### src/rtl/mem_stage_if.sv
// Data-bus interface between the MEM stage and the data memory.
// One access is outstanding at a time; ack may arrive in the request cycle.
//   req   : access request, held stable until ack
//   we    : 1 = store, 0 = load
//   addr  : word-aligned byte address
//   sel   : byte lanes, bit 3 = lane [31:24] (big-endian offset 0)
//   wdata : store data, replicated across lanes
//   rdata : load data, only meaningful while ack=1
//   ack   : completion strobe
interface mem_stage_if;
   logic        req;
   logic        we;
   logic [31:0] addr;
   logic [3:0]  sel;
   logic [31:0] wdata;
   logic [31:0] rdata;
   logic        ack;

   modport master (output req, we, addr, sel, wdata, input rdata, ack);
   modport slave  (input req, we, addr, sel, wdata, output rdata, ack);
endinterface

### src/rtl/mem_stage.sv
// Memory-access stage of the five-stage MIPS pipeline. Performs big-endian
// byte/halfword/word loads and stores over a single-outstanding data bus and
// requests a pipeline stall while an access is pending. Non-memory ops pass
// straight through to write-back.
// Ports:
//   clk, rst            : clock, synchronous active-high reset
//   stall[5:0]          : ctrl stall vector, only stall[4] (MEM/WB hold) used
//   mem_*               : EX/MEM register fields (result, hi/lo, CP0, address,
//                         op code, store source)
//   wb_*                : fields forwarded to MEM/WB
//   stallreq_mem        : stall request while an access waits for ack
//   addr_misaligned     : current memory op violates natural alignment
//   dbus                : data bus (master side)
module mem_stage (
   input  logic        clk,
   input  logic        rst,
   input  logic [5:0]  stall,
   input  logic [31:0] mem_wdata,
   input  logic [4:0]  mem_wd,
   input  logic        mem_wreg,
   input  logic        mem_whilo,
   input  logic [31:0] mem_hi,
   input  logic [31:0] mem_lo,
   input  logic        mem_cp0_we,
   input  logic [4:0]  mem_cp0_waddr,
   input  logic [31:0] mem_cp0_wdata,
   input  logic [31:0] mem_mem_addr,
   input  logic [7:0]  mem_aluop,
   input  logic [31:0] mem_reg2,
   output logic [31:0] wb_wdata,
   output logic [4:0]  wb_wd,
   output logic        wb_wreg,
   output logic        wb_whilo,
   output logic [31:0] wb_hi,
   output logic [31:0] wb_lo,
   output logic        wb_cp0_we,
   output logic [4:0]  wb_cp0_waddr,
   output logic [31:0] wb_cp0_wdata,
   output logic        stallreq_mem,
   output logic        addr_misaligned,
   mem_stage_if.master dbus
);

   localparam logic [7:0] EXE_LB_OP  = 8'b1110_0000;
   localparam logic [7:0] EXE_LH_OP  = 8'b1110_0001;
   localparam logic [7:0] EXE_LW_OP  = 8'b1110_0011;
   localparam logic [7:0] EXE_LBU_OP = 8'b1110_0100;
   localparam logic [7:0] EXE_LHU_OP = 8'b1110_0101;
   localparam logic [7:0] EXE_SB_OP  = 8'b1110_1000;
   localparam logic [7:0] EXE_SH_OP  = 8'b1110_1001;
   localparam logic [7:0] EXE_SW_OP  = 8'b1110_1011;

   localparam logic [1:0] SZ_BYTE = 2'd0;
   localparam logic [1:0] SZ_HALF = 2'd1;
   localparam logic [1:0] SZ_WORD = 2'd2;

   typedef enum logic [1:0] {IDLE = 2'd0, BUSY = 2'd1, HOLD = 2'd2} state_t;

   state_t      state, state_nx;
   logic [31:0] rdata_q;
   logic        is_load, is_store, sext, memop, aligned, access, req_raw;
   logic [1:0]  size;
   logic [1:0]  off;
   logic        unused_stall;

   assign unused_stall = ^{stall[5], stall[3:0]};
   assign off          = mem_mem_addr[1:0];

   // Pick the addressed lane out of a big-endian word and extend it.
   function automatic logic [31:0] load_extend(input logic [31:0] w,
                                               input logic [1:0]  o,
                                               input logic [1:0]  sz,
                                               input logic        sx);
      logic [7:0]  b;
      logic [15:0] h;
      case (o)
         2'd0:    b = w[31:24];
         2'd1:    b = w[23:16];
         2'd2:    b = w[15:8];
         default: b = w[7:0];
      endcase
      h = o[1] ? w[15:0] : w[31:16];
      case (sz)
         SZ_BYTE: load_extend = sx ? {{24{b[7]}}, b}  : {24'b0, b};
         SZ_HALF: load_extend = sx ? {{16{h[15]}}, h} : {16'b0, h};
         default: load_extend = w;
      endcase
   endfunction

   // Op decode
   always_comb begin
      is_load  = 1'b0;
      is_store = 1'b0;
      sext     = 1'b0;
      size     = SZ_WORD;
      case (mem_aluop)
         EXE_LB_OP:  begin is_load  = 1'b1; sext = 1'b1; size = SZ_BYTE; end
         EXE_LBU_OP: begin is_load  = 1'b1;              size = SZ_BYTE; end
         EXE_LH_OP:  begin is_load  = 1'b1; sext = 1'b1; size = SZ_HALF; end
         EXE_LHU_OP: begin is_load  = 1'b1;              size = SZ_HALF; end
         EXE_LW_OP:  begin is_load  = 1'b1;              size = SZ_WORD; end
         EXE_SB_OP:  begin is_store = 1'b1;              size = SZ_BYTE; end
         EXE_SH_OP:  begin is_store = 1'b1;              size = SZ_HALF; end
         EXE_SW_OP:  begin is_store = 1'b1;              size = SZ_WORD; end
         default:    ;
      endcase
   end

   assign memop   = is_load | is_store;
   assign aligned = (size == SZ_HALF) ? ~off[0] :
                    (size == SZ_WORD) ? (off == 2'b00) : 1'b1;
   assign access  = memop & aligned;
   // HOLD means the access already completed; never re-issue it.
   assign req_raw = access & (state != HOLD);

   // State register and load-data capture
   always_ff @(posedge clk) begin
      if (rst) begin
         state   <= IDLE;
         rdata_q <= 32'b0;
      end else begin
         state <= state_nx;
         if (req_raw && dbus.ack && is_load)
            rdata_q <= dbus.rdata;
      end
   end

   // Next-state logic
   always_comb begin
      state_nx = state;
      case (state)
         IDLE: if (access) state_nx = dbus.ack ? (stall[4] ? HOLD : IDLE) : BUSY;
         // If the op vanishes under us the request drops; don't wait on an
         // ack that will never come.
         BUSY: if (!access)     state_nx = IDLE;
               else if (dbus.ack) state_nx = stall[4] ? HOLD : IDLE;
         HOLD: if (!stall[4])   state_nx = IDLE;
         default:               state_nx = IDLE;
      endcase
   end

   // Outputs, all forced to zero while reset is asserted
   always_comb begin
      wb_wdata        = 32'b0;
      wb_wd           = 5'b0;
      wb_wreg         = 1'b0;
      wb_whilo        = 1'b0;
      wb_hi           = 32'b0;
      wb_lo           = 32'b0;
      wb_cp0_we       = 1'b0;
      wb_cp0_waddr    = 5'b0;
      wb_cp0_wdata    = 32'b0;
      stallreq_mem    = 1'b0;
      addr_misaligned = 1'b0;
      dbus.req        = 1'b0;
      dbus.we         = 1'b0;
      dbus.addr       = 32'b0;
      dbus.sel        = 4'b0;
      dbus.wdata      = 32'b0;
      if (!rst) begin
         wb_wdata        = mem_wdata;
         wb_wd           = mem_wd;
         wb_wreg         = mem_wreg;
         wb_whilo        = mem_whilo;
         wb_hi           = mem_hi;
         wb_lo           = mem_lo;
         wb_cp0_we       = mem_cp0_we;
         wb_cp0_waddr    = mem_cp0_waddr;
         wb_cp0_wdata    = mem_cp0_wdata;
         addr_misaligned = memop & ~aligned;
         dbus.req        = req_raw;
         stallreq_mem    = req_raw & ~dbus.ack;
         dbus.we         = is_store;
         dbus.addr       = {mem_mem_addr[31:2], 2'b00};
         case (size)
            SZ_BYTE: begin
               dbus.sel   = 4'b1000 >> off;
               dbus.wdata = {4{mem_reg2[7:0]}};
            end
            SZ_HALF: begin
               dbus.sel   = off[1] ? 4'b0011 : 4'b1100;
               dbus.wdata = {2{mem_reg2[15:0]}};
            end
            default: begin
               dbus.sel   = 4'b1111;
               dbus.wdata = mem_reg2;
            end
         endcase
         if (memop && !aligned) begin
            wb_wreg  = 1'b0;
            wb_wdata = 32'b0;
         end else if (is_load) begin
            if (state == HOLD)
               wb_wdata = load_extend(rdata_q, off, size, sext);
            else if (dbus.ack)
               wb_wdata = load_extend(dbus.rdata, off, size, sext);
            else
               wb_wdata = 32'b0;
         end
      end
   end

endmodule

### src/flat_wrapper.sv
// flat-port wrapper written by rule: the top's interface ports become plain ports
module mem_stage_flat 
  (clk, rst, stall, mem_wdata, mem_wd, mem_wreg, mem_whilo, mem_hi, mem_lo, mem_cp0_we, mem_cp0_waddr, mem_cp0_wdata, mem_mem_addr, mem_aluop, mem_reg2, wb_wdata, wb_wd, wb_wreg, wb_whilo, wb_hi, wb_lo, wb_cp0_we, wb_cp0_waddr, wb_cp0_wdata, stallreq_mem, addr_misaligned, dbus_req, dbus_we, dbus_addr, dbus_sel, dbus_wdata, dbus_rdata, dbus_ack);
  mem_stage_if dbus_i ();
  input  logic clk;
  input  logic rst;
  input  logic [5:0] stall;
  input  logic [31:0] mem_wdata;
  input  logic [4:0] mem_wd;
  input  logic mem_wreg;
  input  logic mem_whilo;
  input  logic [31:0] mem_hi;
  input  logic [31:0] mem_lo;
  input  logic mem_cp0_we;
  input  logic [4:0] mem_cp0_waddr;
  input  logic [31:0] mem_cp0_wdata;
  input  logic [31:0] mem_mem_addr;
  input  logic [7:0] mem_aluop;
  input  logic [31:0] mem_reg2;
  output logic [31:0] wb_wdata;
  output logic [4:0] wb_wd;
  output logic wb_wreg;
  output logic wb_whilo;
  output logic [31:0] wb_hi;
  output logic [31:0] wb_lo;
  output logic wb_cp0_we;
  output logic [4:0] wb_cp0_waddr;
  output logic [31:0] wb_cp0_wdata;
  output logic stallreq_mem;
  output logic addr_misaligned;
  output wire logic [$bits(dbus_i.req)-1:0] dbus_req;
  output wire logic [$bits(dbus_i.we)-1:0] dbus_we;
  output wire logic [$bits(dbus_i.addr)-1:0] dbus_addr;
  output wire logic [$bits(dbus_i.sel)-1:0] dbus_sel;
  output wire logic [$bits(dbus_i.wdata)-1:0] dbus_wdata;
  input wire logic [$bits(dbus_i.rdata)-1:0] dbus_rdata;
  input wire logic [$bits(dbus_i.ack)-1:0] dbus_ack;
  assign dbus_req = dbus_i.req;
  assign dbus_we = dbus_i.we;
  assign dbus_addr = dbus_i.addr;
  assign dbus_sel = dbus_i.sel;
  assign dbus_wdata = dbus_i.wdata;
  assign dbus_i.rdata = dbus_rdata;
  assign dbus_i.ack = dbus_ack;
  mem_stage u_core (.clk(clk), .rst(rst), .stall(stall), .mem_wdata(mem_wdata), .mem_wd(mem_wd), .mem_wreg(mem_wreg), .mem_whilo(mem_whilo), .mem_hi(mem_hi), .mem_lo(mem_lo), .mem_cp0_we(mem_cp0_we), .mem_cp0_waddr(mem_cp0_waddr), .mem_cp0_wdata(mem_cp0_wdata), .mem_mem_addr(mem_mem_addr), .mem_aluop(mem_aluop), .mem_reg2(mem_reg2), .wb_wdata(wb_wdata), .wb_wd(wb_wd), .wb_wreg(wb_wreg), .wb_whilo(wb_whilo), .wb_hi(wb_hi), .wb_lo(wb_lo), .wb_cp0_we(wb_cp0_we), .wb_cp0_waddr(wb_cp0_waddr), .wb_cp0_wdata(wb_cp0_wdata), .stallreq_mem(stallreq_mem), .addr_misaligned(addr_misaligned), .dbus(dbus_i));
endmodule
### config.mk
export PLATFORM = sky130hd
export DESIGN_NAME = mem_stage_flat
export DESIGN_NICKNAME = d
export VERILOG_FILES = /design/src/rtl/mem_stage_if.sv /design/src/rtl/mem_stage.sv /design/src/flat_wrapper.sv
export SDC_FILE = /design/constraint.sdc
export NUM_CORES = 1
export LEC_CHECK = 0
export BUFFER_PORTS_ARGS = -buffer_cell sky130_fd_sc_hd__buf_4
export CAP_MARGIN = 20
export CORE_AREA = 2 2 181 183
export CTS_CLUSTER_SIZE = 25
export DETAILED_ROUTE_END_ITERATION = 7
export DIE_AREA = 0 0 183 185
export PLACE_DENSITY_LB_ADDON = 0.1
export SYNTH_ARGS = -nofsm -noshare
export SYNTH_HDL_FRONTEND = slang
export SYNTH_SLANG_ARGS = --single-unit
### constraint.sdc
create_clock -name clk -period 1.6 [get_ports clk]
set_input_delay 0.08 -clock clk [delete_from_list [all_inputs] [get_ports clk]]
set_output_delay 0.08 -clock clk [all_outputs]
set_load 0.03 [all_outputs]
==> results of run 1 <==
## cell usage in the layout, fill, tap and decap left out, types with 9 or more instances in the layout
master	netlist	layout
sky130_fd_sc_hd__buf_6	6	70
sky130_fd_sc_hd__a21oi_1	55	20
sky130_fd_sc_hd__a211oi_2	1	11
sky130_fd_sc_hd__nor2_1	55	41
sky130_fd_sc_hd__mux2_2	16	15
sky130_fd_sc_hd__o21ai_0	46	24
sky130_fd_sc_hd__mux2i_1	41	40
sky130_fd_sc_hd__buf_4	8	484
sky130_fd_sc_hd__nor2_4	0	10
sky130_fd_sc_hd__dfxtp_1	34	28
sky130_fd_sc_hd__o21ai_2	0	16
sky130_fd_sc_hd__a21oi_4	0	13
sky130_fd_sc_hd__a221o_1	14	14
sky130_fd_sc_hd__nand2_1	41	27
sky130_fd_sc_hd__buf_12	0	17
sky130_fd_sc_hd__a21o_1	20	19
sky130_fd_sc_hd__clkbuf_16	0	9
sky130_fd_sc_hd__a21oi_2	0	22
sky130_fd_sc_hd__nor2b_1	148	147
sky130_fd_sc_hd__o22a_1	12	12
sky130_fd_sc_hd__nand2_4	0	11
## registers in the layout (all words and copies together) (netlist names)
name / flops
u_core.rdata_q: 32
u_core.state: 2
## tightest hold or removal path, cell delays in order
cell and delay [ps]:
sky130_fd_sc_hd__buf_4 90, sky130_fd_sc_hd__mux2i_1 50, sky130_fd_sc_hd__nor2_1 70
## layout make-up
| cell class | count | area [µm²] | area share, % |
|---|---|---|---|
| Tap cell | 408 | 510.5 | 4.645 |
| Timing Repair Buffer | 585 | 5032 | 45.79 |
| Inverter | 4 | 15.01 | 0.1366 |
| Clock inverter | 2 | 60.06 | 0.5465 |
| Sequential cell | 34 | 688.2 | 6.261 |
| Multi-Input combinational cell | 544 | 4546 | 41.36 |
| Clock buffer | 6 | 138.9 | 1.264 |
## timing repair
| item | in CTS | in global routing |
|---|---|---|
| endpoints found under the setup margin | 92 | 91 |
| cloned | 4 | 8 |
| setup buffers | 20 | 18 |
| hold endpoints to repair | 0 | 0 |
| pin swaps | 20 | 31 |
| gates resized for setup | 113 | 128 |
## cells in the mapped netlist, types with 4 or more instances
cell / number
sky130_fd_sc_hd__a221o_1: 14
sky130_fd_sc_hd__mux2_2: 16
sky130_fd_sc_hd__a21oi_1: 55
sky130_fd_sc_hd__a21o_1: 20
sky130_fd_sc_hd__inv_1: 4
sky130_fd_sc_hd__nand3_1: 9
sky130_fd_sc_hd__buf_2: 14
sky130_fd_sc_hd__o21ai_0: 46
sky130_fd_sc_hd__nor2_1: 55
sky130_fd_sc_hd__o22a_1: 12
sky130_fd_sc_hd__mux2i_1: 41
sky130_fd_sc_hd__dfxtp_1: 34
sky130_fd_sc_hd__buf_6: 6
sky130_fd_sc_hd__o221ai_1: 12
sky130_fd_sc_hd__a211oi_1: 12
sky130_fd_sc_hd__o21ai_1: 7
sky130_fd_sc_hd__a32o_1: 7
sky130_fd_sc_hd__nand2_1: 41
sky130_fd_sc_hd__clkbuf_1: 36
sky130_fd_sc_hd__buf_4: 8
sky130_fd_sc_hd__nor2b_1: 148
## cells by family (layout without fill, tap and decap cells)
group | after synthesis | after routing | share of synthesized area [%]
compound gates | 205 | 205 | 30.83
mux | 59 | 59 | 13.59
flops | 34 | 34 | 14.56
xor+xnor | 1 | 1 | 0.1874
simple gates | 277 | 277 | 33.07
other cells | 1 | 2 | 0.08020
buf+inv | 71 | 597 | 7.680
## power breakdown
part,switching (µW),total (µW),internal [µW]
sequential,1.41,849,848
combinational,1450,2700,1250
clock,379,1310,935
## path summary, 6_finish.rpt
| kind | start | end | slack (ps) |
|---|---|---|---|
| max | u_core.rdata_q[15]$_SDFFE_PP0P_ | wb_wdata[28] | -490 |
| min | dbus_rdata[3] | u_core.rdata_q[3]$_SDFFE_PP0P_ | 50 |
| max reg2reg | u_core.state[0]$_SDFFE_PP0P_ | u_core.rdata_q[31]$_SDFFE_PP0P_ | -40 |
| min reg2reg | u_core.rdata_q[22]$_SDFFE_PP0P_ | u_core.rdata_q[22]$_SDFFE_PP0P_ | 510 |
## layer usage
layer  GRT usage, %  part of all wire (%)  vias up
met5              0                     0        -
met4          1.056                  0.21        0
met3          3.559                   6.1        6
met2          32.36                    50      258
met1          23.69                    44     3273
li1               -                     -     3359
## metrics by stage
step | setup TNS [ps] | std cells | power (µW) | util [%] | hold slack, ps
finish | -13370 | 1583 | 4861 | 34.30 | 47.84
CTS | -11840 | 1561 | 4803 | 32.04 | 42.85
global placement | -20550 | 1529 | 3351 | 29.30 | 324.0
global route | -17930 | 1583 | 5067 | 34.30 | 46.85
detailed placement | -19430 | 1530 | 3346 | 29.32 | 333.6
floorplan | -254.2 | 649 | 2079 | - | 156.8
==> impl_results.rst, run 1 <==
.. list-table::
   :header-rows: 1

   * - Metric
     - Value
   * - Run status
     - finished with violations
   * - Violations in the final reports
     - setup timing
   * - Antenna diode count
     - 0
   * - Cell with the largest stage delay on the worst path
     - sky130_fd_sc_hd__dfxtp_2
   * - Std-Cell Rows
     - 66
   * - Pin count of the biggest net entering global routing
     - 58
   * - Die extent in y
     - roughly 190 µm
   * - Minimum clock period after layout
     - between 2000 and 2500 ps
   * - Number of cells traversed by the worst hold path
     - 3
   * - Remaining max-slew budget at the tightest pin
     - roughly three fifths
   * - Core outline area
     - 32040 µm²
   * - Setup-violating endpoint count in the final report
     - 59
   * - Number of cells produced by synthesis
     - 648
   * - Horizontal die dimension
     - ~180 µm
   * - WS Path Type
     - register to output port
   * - Gp weighted congestion
     - between 0.7 and 0.8
   * - Number of global-route vias before repair
     - ~6800
   * - Initial antenna violation count
     - 0
   * - Final period utilization
     - 130.6%
   * - Leading cell types by total area after synthesis
     - sky130_fd_sc_hd__nor2b_1, sky130_fd_sc_hd__dfxtp_1, sky130_fd_sc_hd__mux2i_1, sky130_fd_sc_hd__a21oi_1, sky130_fd_sc_hd__o21ai_0
   * - Iteration-0 DRC count of the detailed router
     - ~250
   * - Total power per unit cell area
     - 442.3 nW/µm²
   * - Post-Place Worst Slack
     - -580.3 ps
   * - Number of ports placed on the die boundary
     - 467
   * - Slew Limit Fails
     - 0
   * - Avg Vias per Cell
     - between 4 and 5
   * - Total routing resource utilization after global routing
     - between 10% and 20%
   * - Initial DRT Pass Iterations
     - 4
   * - Crit path launch type
     - register
   * - Critical path fanouts, max
     - 8
   * - Residual overflow from global routing
     - 0
   * - Die Footprint
     - ~34000 µm²
   * - Clk_lat worst skew
     - approximately 280 ps
   * - Sink count of the clock tree
     - 34
   * - Non-Filler Cell Area, Final
     - 10990 µm²
   * - Clock Tree Buf Depth
     - 2
   * - Effective utilization at floorplan
     - between 10% and 20%
   * - HPWL after detailed placement
     - between 20000 and 30000 µm
   * - Fin worst setup slack
     - -489.9 ps
   * - Count of input and output buffers
     - ~460
   * - Largest area contributor in the netlist
     - sky130_fd_sc_hd__nor2b_1
   * - Number of max-capacitance violations reported
     - 0
   * - Total number of yosys warnings
     - 0
   * - Post-synthesis sequential element count
     - 34
   * - Post-synthesis to final-layout area growth
     - 135.1%
   * - DRC
     - 0
   * - Synth unique cells
     - 54
   * - Mean cell area of the mapped netlist
     - between 7 and 8 µm²
   * - Endpoints failing hold
     - 0
   * - Post-synthesis async set-or-reset flop share
     - 0%
   * - Ratio of cells with drive above 1 in the final layout
     - between 60% and 70%
   * - Reported leakage power
     - about 0.0052 µW
   * - Worst Path Required
     - 1520 ps
   * - Critical path's largest stage delay
     - between 300 and 400 ps
   * - Worst path depth
     - 9
   * - Sequential cell area fraction in the yosys report
     - around 15%
   * - Final routed wirelength across all metal layers
     - 34890 µm
   * - Post-DR wirelength/cell
     - roughly 22 µm
   * - Worst-path cell chain
     - mux4_2, buf_4, nand2_4, a211oi_4, buf_6, buf_12, o21ai_4, a21oi_4, buf_6
   * - Vias after detailed routing
     - just under 7000
   * - RSZ-0062 raised after global routing
     - yes
   * - Clock tree from TritonCTS
     - done
   * - CTS buffer count
     - 5
   * - Post-placement cell area
     - about 9400 µm²
   * - Peak ir drop on the vdd network
     - ~0.57 mV
   * - ANT nets after route
     - 0
   * - Category of the worst setup path capture point
     - output port
   * - Worst endpoint data arrival time
     - around 2000 ps
   * - # nets final
     - 1428
   * - Transition time of the tightest slew-check pin
     - 597.0 ps
   * - Number of flops mapped to enable cells by yosys
     - 0
   * - Worst-case clock skew
     - 3.976 ps
   * - Dominant register cell in the synthesized netlist
     - sky130_fd_sc_hd__dfxtp_1
   * - First-pass GRT wire length
     - 46000 µm
   * - Yosys top cell area share
     - between 15 and 20%
   * - Clock tree root buffer cell
     - sky130_fd_sc_hd__clkbuf_16
   * - Clock H-tree levels
     - 2
   * - Kind of cell with the highest combined delay on the critical path
     - buffers and inverters
   * - Maximum clock frequency
     - around 480 MHz
   * - Critical path's most frequent cell
     - sky130_fd_sc_hd__buf_6
   * - Netlist area before placement
     - 4676 µm²
   * - Worst hold path type
     - input port to register
   * - Fill cell total of the finished layout
     - 3438
   * - CP Buf/Inv Count
     - 4
   * - Clock slew seen by the registers of the worst setup and hold paths
     - 60 ps
   * - Reg2Reg Depth
     - 6
   * - Hold-fix buffers, CTS
     - 0
Power figures use the tool's default switching activity.
==> run 2, diff against run 1 <==
Settings changed: PLACE_DENSITY_LB_ADDON 0.1 to unset.
==> run 2 against run 1 <==
Effect of this change:
- the flow still finishes with violations (setup timing)
- routed wire length increased by 2.1%
- register-to-register slack improved by 40 ps
- design area increased by 0.38%
- clock power decreased by 12%
- global-route usage increased by 0.98 points
- count of clock-buffer cells in the layout unchanged
- final cell count about the same
- utilization increased by 0.13 points
- critical path depth decreased by 3
- power decreased by 3.1%
- highest routed layer is now met5
==> impl_results.rst, run 2 (same netlist as run 1, synthesis figures left out) <==
.. list-table::
   :header-rows: 1

   * - Metric
     - Value
   * - Critical R2R Launch
     - u_core.state[1]$_SDFFE_PP0P_
   * - Gp weighted congestion
     - 0.8184
   * - Avg Vias per Cell
     - between 4 and 5
   * - Worst reg2reg setup slack
     - 0 ps
   * - Clock slew seen by the registers of the worst setup and hold paths
     - about 60 ps
   * - Minimum clock period after layout
     - between 2000 and 2500 ps
   * - Horizontal die dimension
     - around 180 µm
   * - Most frequent cells in the layout
     - sky130_fd_sc_hd__buf_4, sky130_fd_sc_hd__nor2b_1, sky130_fd_sc_hd__buf_6, sky130_fd_sc_hd__nor2_1, sky130_fd_sc_hd__mux2i_1
   * - Effective utilization at floorplan
     - about 15%
   * - Clock H-tree levels
     - 2
   * - Crit path launch type
     - register
   * - Clock tree from TritonCTS
     - done
   * - Total power per unit cell area
     - 426.8 nW/µm²
   * - Post-DR wirelength/cell
     - approximately 22 µm
   * - Max reg flops
     - 32
   * - Final period utilization
     - 131.8%
   * - Clk_lat worst skew
     - approximately 280 ps
   * - Maximum clock frequency
     - ~470 MHz
   * - Initial DRT Pass Iterations
     - 5
   * - Number of global-route vias before repair
     - around 7100
   * - Hold_ws
     - roughly 52 ps
   * - Slew Limit Fails
     - 0
   * - Vias after detailed routing
     - 7199
   * - Die extent in y
     - 185 µm
   * - Ratio of cells with drive above 1 in the final layout
     - between 60% and 70%
   * - Total routing resource utilization after global routing
     - roughly a fifth
   * - Endpoints failing hold
     - 0
   * - Pin count of the biggest net entering global routing
     - ~110
   * - Violations in the final reports
     - setup timing
   * - First-pass GRT wire length
     - 47550 µm
   * - Number of ports placed on the die boundary
     - about 470
   * - Worst hold path type
     - input port to register
   * - Iteration-0 DRC count of the detailed router
     - between 300 and 400
   * - Number of max-capacitance violations reported
     - 0
   * - ANT nets after route
     - 0
   * - Run status
     - finished with violations
   * - Sink count of the clock tree
     - 34
   * - Critical path fanouts, max
     - 7
   * - Setup-violating endpoint count in the final report
     - 47
   * - Core outline area
     - 32040 µm²
   * - Total power after layout
     - 4708 µW
   * - CTS buffer count
     - 5
   * - Worst setup endpoint
     - wb_wdata[8]
   * - Leading cell type in the layout, fill and taps excluded
     - sky130_fd_sc_hd__buf_4
   * - Die Footprint
     - 33860 µm²
   * - Fill cell total of the finished layout
     - 3360
   * - Worst Path Required
     - approximately 1500 ps
   * - Fin worst setup slack
     - -508.0 ps
   * - Residual overflow from global routing
     - 0
   * - # nets final
     - approximately 1400
   * - Reported leakage power
     - roughly 0.0053 µW
   * - Final routed wirelength across all metal layers
     - between 30000 and 40000 µm
   * - Clock Tree Buf Depth
     - 2
   * - DRC
     - 0
   * - Category of the worst setup path capture point
     - output port
   * - Peak ir drop on the vdd network
     - between 0.3 and 0.4 mV
   * - Initial antenna violation count
     - 9
   * - Worst-case clock skew
     - approximately 9.4 ps
   * - Count of input and output buffers
     - approximately 460
   * - Transition time of the tightest slew-check pin
     - 636.9 ps
   * - HPWL after detailed placement
     - roughly 29000 µm
   * - Worst endpoint data arrival time
     - between 2000 and 2500 ps
   * - RSZ-0062 raised after global routing
     - yes
   * - WS Path Type
     - register to output port
   * - Std-Cell Rows
     - 66
   * - Clock tree root buffer cell
     - sky130_fd_sc_hd__clkbuf_16
   * - Top register by number of flip-flops
     - u_core.rdata_q
   * - Remaining max-slew budget at the tightest pin
     - between 50% and 60%
   * - Reg2Reg Depth
     - 8
   * - Start point of the critical path
     - u_core.rdata_q[31]$_SDFFE_PP0P_
   * - Post-synthesis to final-layout area growth
     - 135.9%
   * - Worst R2R End
     - u_core.rdata_q[2]$_SDFFE_PP0P_
   * - Biggest registers after layout
     - u_core.rdata_q: 32 flops, u_core.state: 2 flops
==> run 2: cell count changes in the layout (fill, tap and decap cells not counted), moves of 3 or more <==
| cell | previous run | this run |
|---|---|---|
| sky130_fd_sc_hd__o221ai_1 | 3 | 0 |
| sky130_fd_sc_hd__o221ai_2 | 7 | 10 |
| sky130_fd_sc_hd__nand2_1 | 27 | 20 |
| sky130_fd_sc_hd__clkbuf_16 | 9 | 6 |
| sky130_fd_sc_hd__nor2_1 | 41 | 44 |
| sky130_fd_sc_hd__buf_6 | 70 | 83 |
| sky130_fd_sc_hd__a21oi_4 | 13 | 16 |
| sky130_fd_sc_hd__a21oi_1 | 20 | 12 |
| sky130_fd_sc_hd__buf_4 | 484 | 473 |
| sky130_fd_sc_hd__nor2_4 | 10 | 5 |
| sky130_fd_sc_hd__nand2_4 | 11 | 17 |
| sky130_fd_sc_hd__a21oi_2 | 22 | 27 |
==> run 2: per-stage QoR <==
stage | TNS [ps] | cell area [µm²] | utilization (%) | instances | worst slack, ps
2_1_floorplan | -254.2 | 5041 | - | 649 | -37.65
3_3_place_gp | -16680 | 9475 | 29.57 | 1539 | -579.1
3_5_place_dp | -15930 | 9475 | 29.57 | 1539 | -515.0
4_1_cts | -13070 | 10630 | 33.17 | 1575 | -468.7
5_1_grt | -18420 | 11030 | 34.42 | 1583 | -559.2
6_report | -13580 | 11030 | 34.43 | 1584 | -508.0
==> run 2: worst max-delay path: stages, from the launching register on <==
cell and delay [ps]:
sky130_fd_sc_hd__dfxtp_2 330, sky130_fd_sc_hd__mux4_2 490, sky130_fd_sc_hd__nand3_2 110, sky130_fd_sc_hd__nand2_4 100, sky130_fd_sc_hd__a221o_1 280, sky130_fd_sc_hd__a32o_2 290
sky130_fd_sc_hd__buf_6 140
==> run 2: how the worst min path moves through the flow <==
stage                                            endpoint  slack, ps           start  cells past startpoint
after detailed placement   u_core.rdata_q[4]$_SDFFE_PP0P_        330   dbus_rdata[4]                      3
after global placement     u_core.rdata_q[2]$_SDFFE_PP0P_        320   dbus_rdata[2]                      3
after global routing      u_core.rdata_q[12]$_SDFFE_PP0P_         60  dbus_rdata[12]                      3
final                      u_core.rdata_q[5]$_SDFFE_PP0P_         50   dbus_rdata[5]                      3
after floorplan              u_core.state[0]$_SDFFE_PP0P_        160        dbus_ack                      1
after CTS                  u_core.rdata_q[2]$_SDFFE_PP0P_         40   dbus_rdata[2]                      3
==> run 2: what timing repair did <==
item                       in CTS  in global routing
gates resized for setup       179                 80
setup buffers                  24                  9
setup endpoints to repair      90                 91
pin swaps                      45                 43
cloned                          6                  1
hold buffers                    0                  0
==> run 2: final cells by class <==
cell class | count | area (µm²) | share of cell area (%)
Timing Repair Buffer | 585 | 5054 | 45.81
Multi-Input combinational cell | 544 | 4591 | 41.61
Sequential cell | 34 | 688.2 | 6.238
Tap cell | 408 | 510.5 | 4.627
Clock buffer | 6 | 138.9 | 1.259
Clock inverter | 1 | 30.03 | 0.2722
Inverter | 4 | 15.01 | 0.1361
Antenna cell | 2 | 5.005 | 0.04537
==> run 2: where the power goes <==
group / leakage, µW / switching, µW / internal, µW
Sequential: 0.000277 / 1.32 / 848
Combinational: 0.00489 / 1470 / 1240
Clock: 0.0000830 / 377 / 769
==> run 2: metal layers <==
metal / up-vias / wire, µm / GRT usage [%]
li1: 3354 / - / -
met5: - / 27 / 0
met3: 38 / 3244 / 6.095
met1: 3464 / 14480 / 23.49
met2: 339 / 16790 / 32.21
met4: 4 / 1093 / 5.312
